### config.mk
export PLATFORM = sky130hd
export DESIGN_NAME = word_led_reader
export DESIGN_NICKNAME = d
export VERILOG_FILES = /design/src/rtl/word_led_reader_pkg.sv /design/src/rtl/word_led_reader_btn_debounce.sv /design/src/rtl/word_led_reader.sv
export SDC_FILE = /design/constraint.sdc
export NUM_CORES = 1
export LEC_CHECK = 0
export ABC_AREA = 0
export BUFFER_PORTS_ARGS = -buffer_cell sky130_fd_sc_hd__buf_2
export CORE_MARGIN = 10
export CORE_UTILIZATION = 49
export DETAILED_ROUTE_END_ITERATION = 16
export GPL_ROUTABILITY_DRIVEN = 0
export GPL_TIMING_DRIVEN = 1
export MAX_ROUTING_LAYER = met4
export PLACE_DENSITY = 0.72
export SYNTH_ARGS = -nofsm -noshare
export SYNTH_HDL_FRONTEND = slang
export SYNTH_HIERARCHICAL = 1
export SYNTH_SLANG_ARGS = --single-unit
### constraint.sdc
create_clock -name clk -period 2.2 [get_ports clk]
set_input_delay 0.33 -clock clk [delete_from_list [all_inputs] [get_ports clk]]
set_output_delay 0.33 -clock clk [all_outputs]
set_load 0.05 [all_outputs]
### src/rtl/word_led_reader_pkg.sv
// Shared definitions for the word LED read-back path.
//   WORD_W    default captured word width
//   NIBBLE_W  width of one displayed LED nibble
//   state_e   display FSM encoding (ST_IDLE / ST_SHOW)
package word_led_reader_pkg;

   localparam int WORD_W   = 32;
   localparam int NIBBLE_W = 4;

   typedef enum logic {
      ST_IDLE = 1'b0,
      ST_SHOW = 1'b1
   } state_e;

endpackage : word_led_reader_pkg

### src/rtl/word_led_reader_btn_debounce.sv
// Push-button conditioner: 2-FF synchronizer, hold-time debounce counter and
// rising-edge detector producing a registered one-cycle step pulse.
// Ports:
//   clk    in   system clock
//   reset  in   asynchronous active-low reset
//   raw    in   raw asynchronous button level (1 = pressed)
//   step   out  one-cycle pulse when the debounced level goes 0 -> 1
module word_led_reader_btn_debounce #(
   parameter int DEBOUNCE_CYCLES = 16
) (
   input  logic clk,
   input  logic reset,
   input  logic raw,
   output logic step
);

   localparam int CNT_W = (DEBOUNCE_CYCLES > 2) ? $clog2(DEBOUNCE_CYCLES) : 1;
   localparam logic [CNT_W-1:0] CNT_MAX  = CNT_W'(DEBOUNCE_CYCLES - 1);
   localparam logic [CNT_W-1:0] CNT_ONE  = CNT_W'(1);
   localparam logic [CNT_W-1:0] CNT_ZERO = {CNT_W{1'b0}};

   logic             sync1_q, sync1_d;
   logic             sync2_q, sync2_d;
   logic             stable_q, stable_d;
   logic             stable_prev_q, stable_prev_d;
   logic             step_q, step_d;
   logic [CNT_W-1:0] cnt_q, cnt_d;

   // Next-state logic for synchronizer, debounce counter and edge detector.
   always_comb begin
      sync1_d       = raw;
      sync2_d       = sync1_q;
      stable_d      = stable_q;
      cnt_d         = CNT_ZERO;
      // The counter only advances while the synced level disagrees with the
      // accepted level; any agreement (a glitch ending) restarts the hold time.
      if (sync2_q != stable_q) begin
         if (cnt_q == CNT_MAX) begin
            stable_d = sync2_q;
            cnt_d    = CNT_ZERO;
         end else begin
            cnt_d    = cnt_q + CNT_ONE;
         end
      end else begin
         cnt_d = CNT_ZERO;
      end
      stable_prev_d = stable_q;
      step_d        = stable_q & ~stable_prev_q;
   end

   // Debounce state registers.
   always_ff @(posedge clk or negedge reset) begin
      if (!reset) begin
         sync1_q       <= 1'b0;
         sync2_q       <= 1'b0;
         stable_q      <= 1'b0;
         stable_prev_q <= 1'b0;
         step_q        <= 1'b0;
         cnt_q         <= CNT_ZERO;
      end else begin
         sync1_q       <= sync1_d;
         sync2_q       <= sync2_d;
         stable_q      <= stable_d;
         stable_prev_q <= stable_prev_d;
         step_q        <= step_d;
         cnt_q         <= cnt_d;
      end
   end

   assign step = step_q;

endmodule : word_led_reader_btn_debounce

### src/rtl/word_led_reader.sv
// Read-back of a captured register word on four LEDs, one nibble at a time,
// stepped by a debounced push-button.
// Ports:
//   clk      in   system clock
//   reset    in   asynchronous active-low reset
//   load     in   capture strobe: latch data, restart at nibble 0
//   data     in   word to capture (sampled only with load)
//   btn_next in   raw push-button advancing the displayed nibble
//   led      out  displayed nibble (0 while idle)
//   led_idx  out  index of displayed nibble (0 = bits 3:0)
//   valid    out  high while a captured word is shown
//   done     out  one-cycle pulse when the display wraps back to nibble 0
module word_led_reader
   import word_led_reader_pkg::*;
#(
   parameter int DEBOUNCE_CYCLES = 16,
   parameter int WIDTH           = WORD_W
) (
   input  logic                                 clk,
   input  logic                                 reset,
   input  logic                                 load,
   input  logic [WIDTH-1:0]                     data,
   input  logic                                 btn_next,
   output logic [NIBBLE_W-1:0]                  led,
   output logic [$clog2(WIDTH/NIBBLE_W)-1:0]    led_idx,
   output logic                                 valid,
   output logic                                 done
);

   localparam int IDX_W = $clog2(WIDTH / NIBBLE_W);
   localparam logic [IDX_W-1:0] IDX_LAST = IDX_W'(WIDTH / NIBBLE_W - 1);
   localparam logic [IDX_W-1:0] IDX_ONE  = IDX_W'(1);
   localparam logic [IDX_W-1:0] IDX_ZERO = {IDX_W{1'b0}};

   state_e              state_q, state_d;
   logic [WIDTH-1:0]    shadow_q, shadow_d;
   logic [IDX_W-1:0]    idx_q, idx_d;
   logic [NIBBLE_W-1:0] led_q, led_d;
   logic                valid_q, valid_d;
   logic                done_q, done_d;
   logic                step_s;

   word_led_reader_btn_debounce #(
      .DEBOUNCE_CYCLES (DEBOUNCE_CYCLES)
   ) u_btn_debounce (
      .clk   (clk),
      .reset (reset),
      .raw   (btn_next),
      .step  (step_s)
   );

   // FSM state register.
   always_ff @(posedge clk or negedge reset) begin
      if (!reset) begin
         state_q <= ST_IDLE;
      end else begin
         state_q <= state_d;
      end
   end

   // FSM next-state: any load enters (or stays in) SHOW; only reset leaves it.
   always_comb begin
      state_d = state_q;
      case (state_q)
         ST_IDLE: begin
            if (load) begin
               state_d = ST_SHOW;
            end else begin
               state_d = ST_IDLE;
            end
         end
         ST_SHOW: state_d = ST_SHOW;
         default: state_d = ST_IDLE;
      endcase
   end

   // FSM outputs and datapath next values.
   always_comb begin
      shadow_d = shadow_q;
      idx_d    = idx_q;
      done_d   = 1'b0;
      // Load has priority over a coincident step, which is simply dropped.
      if (load) begin
         shadow_d = data;
         idx_d    = IDX_ZERO;
      end else if ((state_q == ST_SHOW) && step_s) begin
         if (idx_q == IDX_LAST) begin
            idx_d  = IDX_ZERO;
            done_d = 1'b1;
         end else begin
            idx_d  = idx_q + IDX_ONE;
         end
      end else begin
         idx_d = idx_q;
      end
      // LED and valid are computed from next values so they land on the same
      // edge as the capture/step that changes them.
      valid_d = (state_d == ST_SHOW);
      if (valid_d) begin
         led_d = shadow_d[{idx_d, 2'b00} +: NIBBLE_W];
      end else begin
         led_d = {NIBBLE_W{1'b0}};
      end
   end

   // Datapath and output registers.
   always_ff @(posedge clk or negedge reset) begin
      if (!reset) begin
         shadow_q <= {WIDTH{1'b0}};
         idx_q    <= IDX_ZERO;
         led_q    <= {NIBBLE_W{1'b0}};
         valid_q  <= 1'b0;
         done_q   <= 1'b0;
      end else begin
         shadow_q <= shadow_d;
         idx_q    <= idx_d;
         led_q    <= led_d;
         valid_q  <= valid_d;
         done_q   <= done_d;
      end
   end

   assign led     = led_q;
   assign led_idx = idx_q;
   assign valid   = valid_q;
   assign done    = done_q;

endmodule : word_led_reader
======== Yosys cells after proc, flatten, opt, wreduce, memory -nomap -nowiden ========
Cells that the tools add are included.
storage, ports and cells
  register bits after elaboration ......... 50
  output and inout bits ................... 9
  logic and storage cells ................. 34
cells by class
  $add $sub $neg .......................... 2
  eq/ne operators ......................... 3
  shift operators ......................... 1
  muxes and demuxes ....................... 12
  bitwise gates (word level) .............. 3
  reductions and logical operators ........ 2
operator list
  kind                                                           number
  32-bit two-way mux                                             1
  32-bit by 6-bit indexed part select with 4-bit output          1
  4-bit two-way mux                                              3
  3-bit two-way mux                                              3
  4-bit by 1-bit adder with 4-bit output, second input constant  1
  4-bit == test, second input constant                           1
  1-bit two-way mux                                              4
  3-bit by 1-bit adder with 3-bit output, second input constant  1
  3-bit == test, second input constant                           1
  1-bit NOT                                                      2
  1-bit case mux with 2 select lines                             1
  2-bit AND reduction                                            1
  1-bit AND                                                      1
  1-bit logical AND                                              1
  1-bit != test                                                  1

======== Longest topological paths before layout ========
  depth after elaboration ................. 6
  gate-level depth with buffers ........... 8
  mapped depth without buffers ............ 7

======== By module ========
Netlist, hierarchy kept.
modules (own cells, without submodules)
  module                        instances  cells each  area an instance (um^2)  seq. area each (um^2)
  word_led_reader               1          152         1943.1                   1026.0
  word_led_reader_btn_debounce  1          21          326.6                    225.2

======== Worst setup path after synthesis ========
No wires, ideal clock.
  path type ............................... register to register
  start ................................... reg idx_q[0], in the netlist led_idx[0]
  end ..................................... reg led_q[3], in the netlist led[3]
  library setup time ...................... 94 ps
  arrival ................................. 2313 ps
  slack ................................... -206 ps
  cell stages (with the launch flop) ...... 9
  clock period less this slack ............ 2406 ps
  cells stage by stage .................... dfrtp_1 ha_1 ha_1 nor4bb_4 o21bai_2 buf_6 mux2i_1 mux2_2 a221oi_2
between the ends
  cells in the longest elaborated chain, start to end .. 6
RTL lines
  what                                                                     line                                          text
  start, declared                                                          word_led_reader.sv:37                         logic [IDX_W-1:0] idx_q, idx_d;
  start signal, assigned                                                   word_led_reader.sv:116                        idx_q <= idx_d;
  3-bit by 1-bit adder with 3-bit output or 3-bit == test (tied branches)  word_led_reader.sv:91, word_led_reader.sv:87
  3-bit two-way mux                                                        word_led_reader.sv:87                         if (idx_q == IDX_LAST) begin
  3-bit two-way mux (*)                                                    word_led_reader.sv:86                         end else if ((state_q == ST_SHOW) && step_s) begin
  3-bit two-way mux (*)                                                    word_led_reader.sv:83                         if (load) begin
  32-bit by 6-bit indexed part select with 4-bit output (*)                word_led_reader.sv:100                        led_d = shadow_d[{idx_d, 2'b00} +: NIBBLE_W];
  4-bit two-way mux (*)                                                    word_led_reader.sv:99                         if (valid_d) begin
  net led_d[3]                                                             word_led_reader.sv:38                         logic [NIBBLE_W-1:0] led_q, led_d;
  end signal, assigned                                                     word_led_reader.sv:111                        led_q <= {NIBBLE_W{1'b0}};
  end signal, assigned                                                     word_led_reader.sv:117                        led_q <= led_d;
  end, declared                                                            word_led_reader.sv:38
Mark *: on every way through the listed nets, which the timed path passes. The rest lies on a longest branch.
A chain may end at the register's enable or synchronous reset.

======== Final worst setup path ========
Same ends and word-level chain as after synthesis.

==> reports/qor.yml <==
finalHoldViolations: 0
root_buffer: "clkbuf_8"
fin_crit_ns: 2.114
place.port_buffers: 44
placed_cell_area_mm2: 0.002591
gr-usage-all-layers_pct: 13.43
fin_util_pct: 61.93
initialDrtViolationCount: 111
die_h_um: 88.06
power.share.sequential_pct: 54.6
area_growth_pct: 20.45
hpwlAfterDp_um: 3793
synth_nets: 212
p_switching_uw: 433.8
overflow: 0
critical_path.endpoint: "led[3]$_DFF_PN0_"
grt_pass1_vias: 1698
numCtsBuffers: 5
drive_gt1_share_pct: 48.89
vias_per_cell: 5.498
synth_cell_types: 35
htreeDepth: 2
antenna_found_initial: 0
start_util_pct: 51.42
placedCellCount: 268
clkLatencyLatePin_ns: 0.29
finalCritPeriodShare_pct: 96.07
wirelength_um: 4929
combPwrFrac_pct: 12.3
max_stage_delay_ns: 0.49
use_met3_pct: 4.178
cpMostUsedCell: "ha_4"
clk_pin_slew_worst_paths_ns: 0.09
syn-mean-instance-area_um2: 13.12
yosysWarnings: 6
r2r-start: "led_idx[0]$_DFF_PN0_"
busiest_layer: "met2"
p_per_area_mw_per_mm2: 687.1
row_count: 24
cp.required_ns: 2.40
path_class: "reg -> reg"
ys_ff_latch: 50
crit_family: "flip-flops"
drc: 0
gr-usage-met1_pct: 15.61
worst_setup_path_end_kind: "flip-flop"
slew_headroom_pct: 59.35
r2r_cells: 7
coreArea_mm2: 0.004414
hold_class: "in -> async"
first_pass_iters: 4
yosysTopAreaCell: "dfrtp_1"
cp.depth: 7
crit_start: "led_idx[0]$_DFF_PN0_"
num-nets-final: 263
rr_endpoint: "led[3]$_DFF_PN0_"
finClkSkew_ns: 0.006361
power.total_mw: 1.878
peakVddDrop_mv: 0.4565
final_cells: 277
design_area_mm2: 0.002734
ys_seq_area_share_pct: 55.13
status: "completed"
grt_max_degree: 27
drv_slew: 0
finalSetupViolations: 0
worst_slack_ns: 0.08636
diodes: 0
cts_tree: "yes"
rsz0062_at_grt: "true"
worst-path-buf-inv: 0
yosys-top-cells-area: "dfrtp_1 (55%), mux2_2 (16%), mux2i_1 (4.9%)"
globalRouteMet2Util_pct: 21.63
die_w_um: 88.06
p_leak_nw: 1.310
fmax_mhz: 473.1
switching_share_pct: 23.09
drv_cap: 0
rrSetupSlack_ns: 0.09
cts_buffer_depth: 2
worstPathMaxFanout: 10
worstPathCellList: "ha_4 > ha_4 > nor4bb_4 > o21bai_4 > mux2i_1 > mux2_2 > a221oi_2"
ant_nets: 0
worst_ep_arrival_time_ns: 2.31
dp_slack_ns: 0.0008820
syn_area_mm2: 0.002270
pwr-share-clk_pct: 33.1
drt-wirelength-per-cell_um: 17.79
synth_top_area_share_pct: 55.13
die_area_mm2: 0.007755
crit_path_start_kind: "flip-flop"
clock_sinks: 50
cp_slowest_cell: "dfrtp_4"
syn_inst: 173
grt_first_pass_wirelength_um: 8107
num_io_pins: 45
internal_power_mw: 1.445
num_vias: 1523
worst_pin_slew_ns: 0.6097
-- cell usage in the layout (no fill, tap or decap), types with 5 or more instances in the layout --
| master | instances |
|---|---|
| mux2i_1 | 11 |
| inv_1 | 5 |
| o21ai_0 | 6 |
| mux2_2 | 33 |
| nor3_1 | 6 |
| nand2_1 | 7 |
| buf_2 | 44 |
| dfrtp_1 | 48 |
| clkbuf_8 | 5 |
| buf_4 | 7 |
-- cells in the mapped netlist, drive strengths merged --
| cell | instances |
|---|---|
| buf | 6 |
| nor2b | 2 |
| or2 | 5 |
| nor4bb | 1 |
| mux2 | 34 |
| a31o | 4 |
| dfrtp | 50 |
| xnor2 | 2 |
| a21boi | 4 |
| a31oi | 1 |
| inv | 6 |
| ha | 3 |
| o21ai | 6 |
| nand3 | 5 |
| a221oi | 1 |
| a21o | 1 |
| a211oi | 3 |
| nor3 | 6 |
| nor2 | 4 |
| mux2i | 11 |
| clkbuf | 2 |
| o21bai | 1 |
| nor3b | 2 |
| nand2 | 8 |
| a21oi | 1 |
| a311oi | 4 |
-- metal layers --
metal | wire, µm | vias up | share of wire (%)
met5 | 0 | - | 0
met2 | 2427 | 42 | 49
met4 | 72 | 0 | 1.5
met3 | 325 | 6 | 6.6
li1 | - | 721 | -
met1 | 2103 | 754 | 43
-- final cells by class --
cell class              instances  area, µm²
fillers                       372       1680
flip-flops and latches         50       1256
multi-input cells             109      991.0
repair buffers                 52      292.8
clock buffers                   7      76.32
well taps                      52      65.06
clock inverters                 1      30.03
inverters                       6      22.52
-- worst min-delay path by stage --
stage | startpoint | endpoint | slack, ns | cells past startpoint
2_1_floorplan | reset | done$_DFF_PN0_ | 0.03 | 0
3_5_place_dp | u_btn_debounce/sync1_q$_DFF_PN0_ | u_btn_debounce/sync2_q$_DFF_PN0_ | 0.34 | 0
4_1_cts | reset | shadow_q[26]$_DFF_PN0_ | 0.05 | 1
5_1_grt | reset | shadow_q[29]$_DFF_PN0_ | 0.08 | 1
3_3_place_gp | u_btn_debounce/sync1_q$_DFF_PN0_ | u_btn_debounce/sync2_q$_DFF_PN0_ | 0.34 | 0
6_report | reset | shadow_q[30]$_DFF_PN0_ | 0.04 | 1
-- cells by family (layout without fill, tap and decap cells) --
logic type / Yosys count / count (layout) / share of synthesized area (%)
DFF: 50 / 50 / 55.13
muxes: 45 / 45 / 21.89
and+or+nand+nor: 33 / 33 / 8.545
AOI/OAI and AO/OA: 26 / 26 / 8.875
buffers and inverters: 14 / 66 / 3.142
adders and majority gates: 3 / 3 / 1.654
xor gates and xnor gates: 2 / 2 / 0.7719
-- power groups by stage --
stage	sequential, mW	combinational (mW)	clock [mW]
6_report	1.03	0.231	0.621
5_1_grt	1.03	0.254	0.678
2_1_floorplan	1.06	0.120	0
4_1_cts	1.03	0.234	0.641
3_5_place_dp	1.05	0.233	0
3_3_place_gp	1.04	0.219	0
-- what timing repair did --
action	4_1_cts	5_1_grt
resized for setup	1	3
pin swaps	0	5
hold buffers	0	0
buffers inserted	0	1
endpoints found under the setup margin	1	4
-- metrics by stage --
stage / hold slack, ns / setup TNS, ns
2_1_floorplan: 0.03441 / 0
3_3_place_gp: 0.3358 / 0
3_5_place_dp: 0.3381 / 0
4_1_cts: 0.05192 / 0
5_1_grt: 0.07530 / -0.001212
6_report: 0.04265 / 0
-- state kept, by name, indices dropped and copies added (netlist names) --
signal	count
u_btn_debounce/cnt_q	4
led_idx	3
valid	1
led	4
done	1
u_btn_debounce/step	1
shadow_q	32
u_btn_debounce/stable_prev_q	1
u_btn_debounce/sync2_q	1
u_btn_debounce/sync1_q	1
u_btn_debounce/stable_prev_d	1
(Power assumes the default switching activity.)
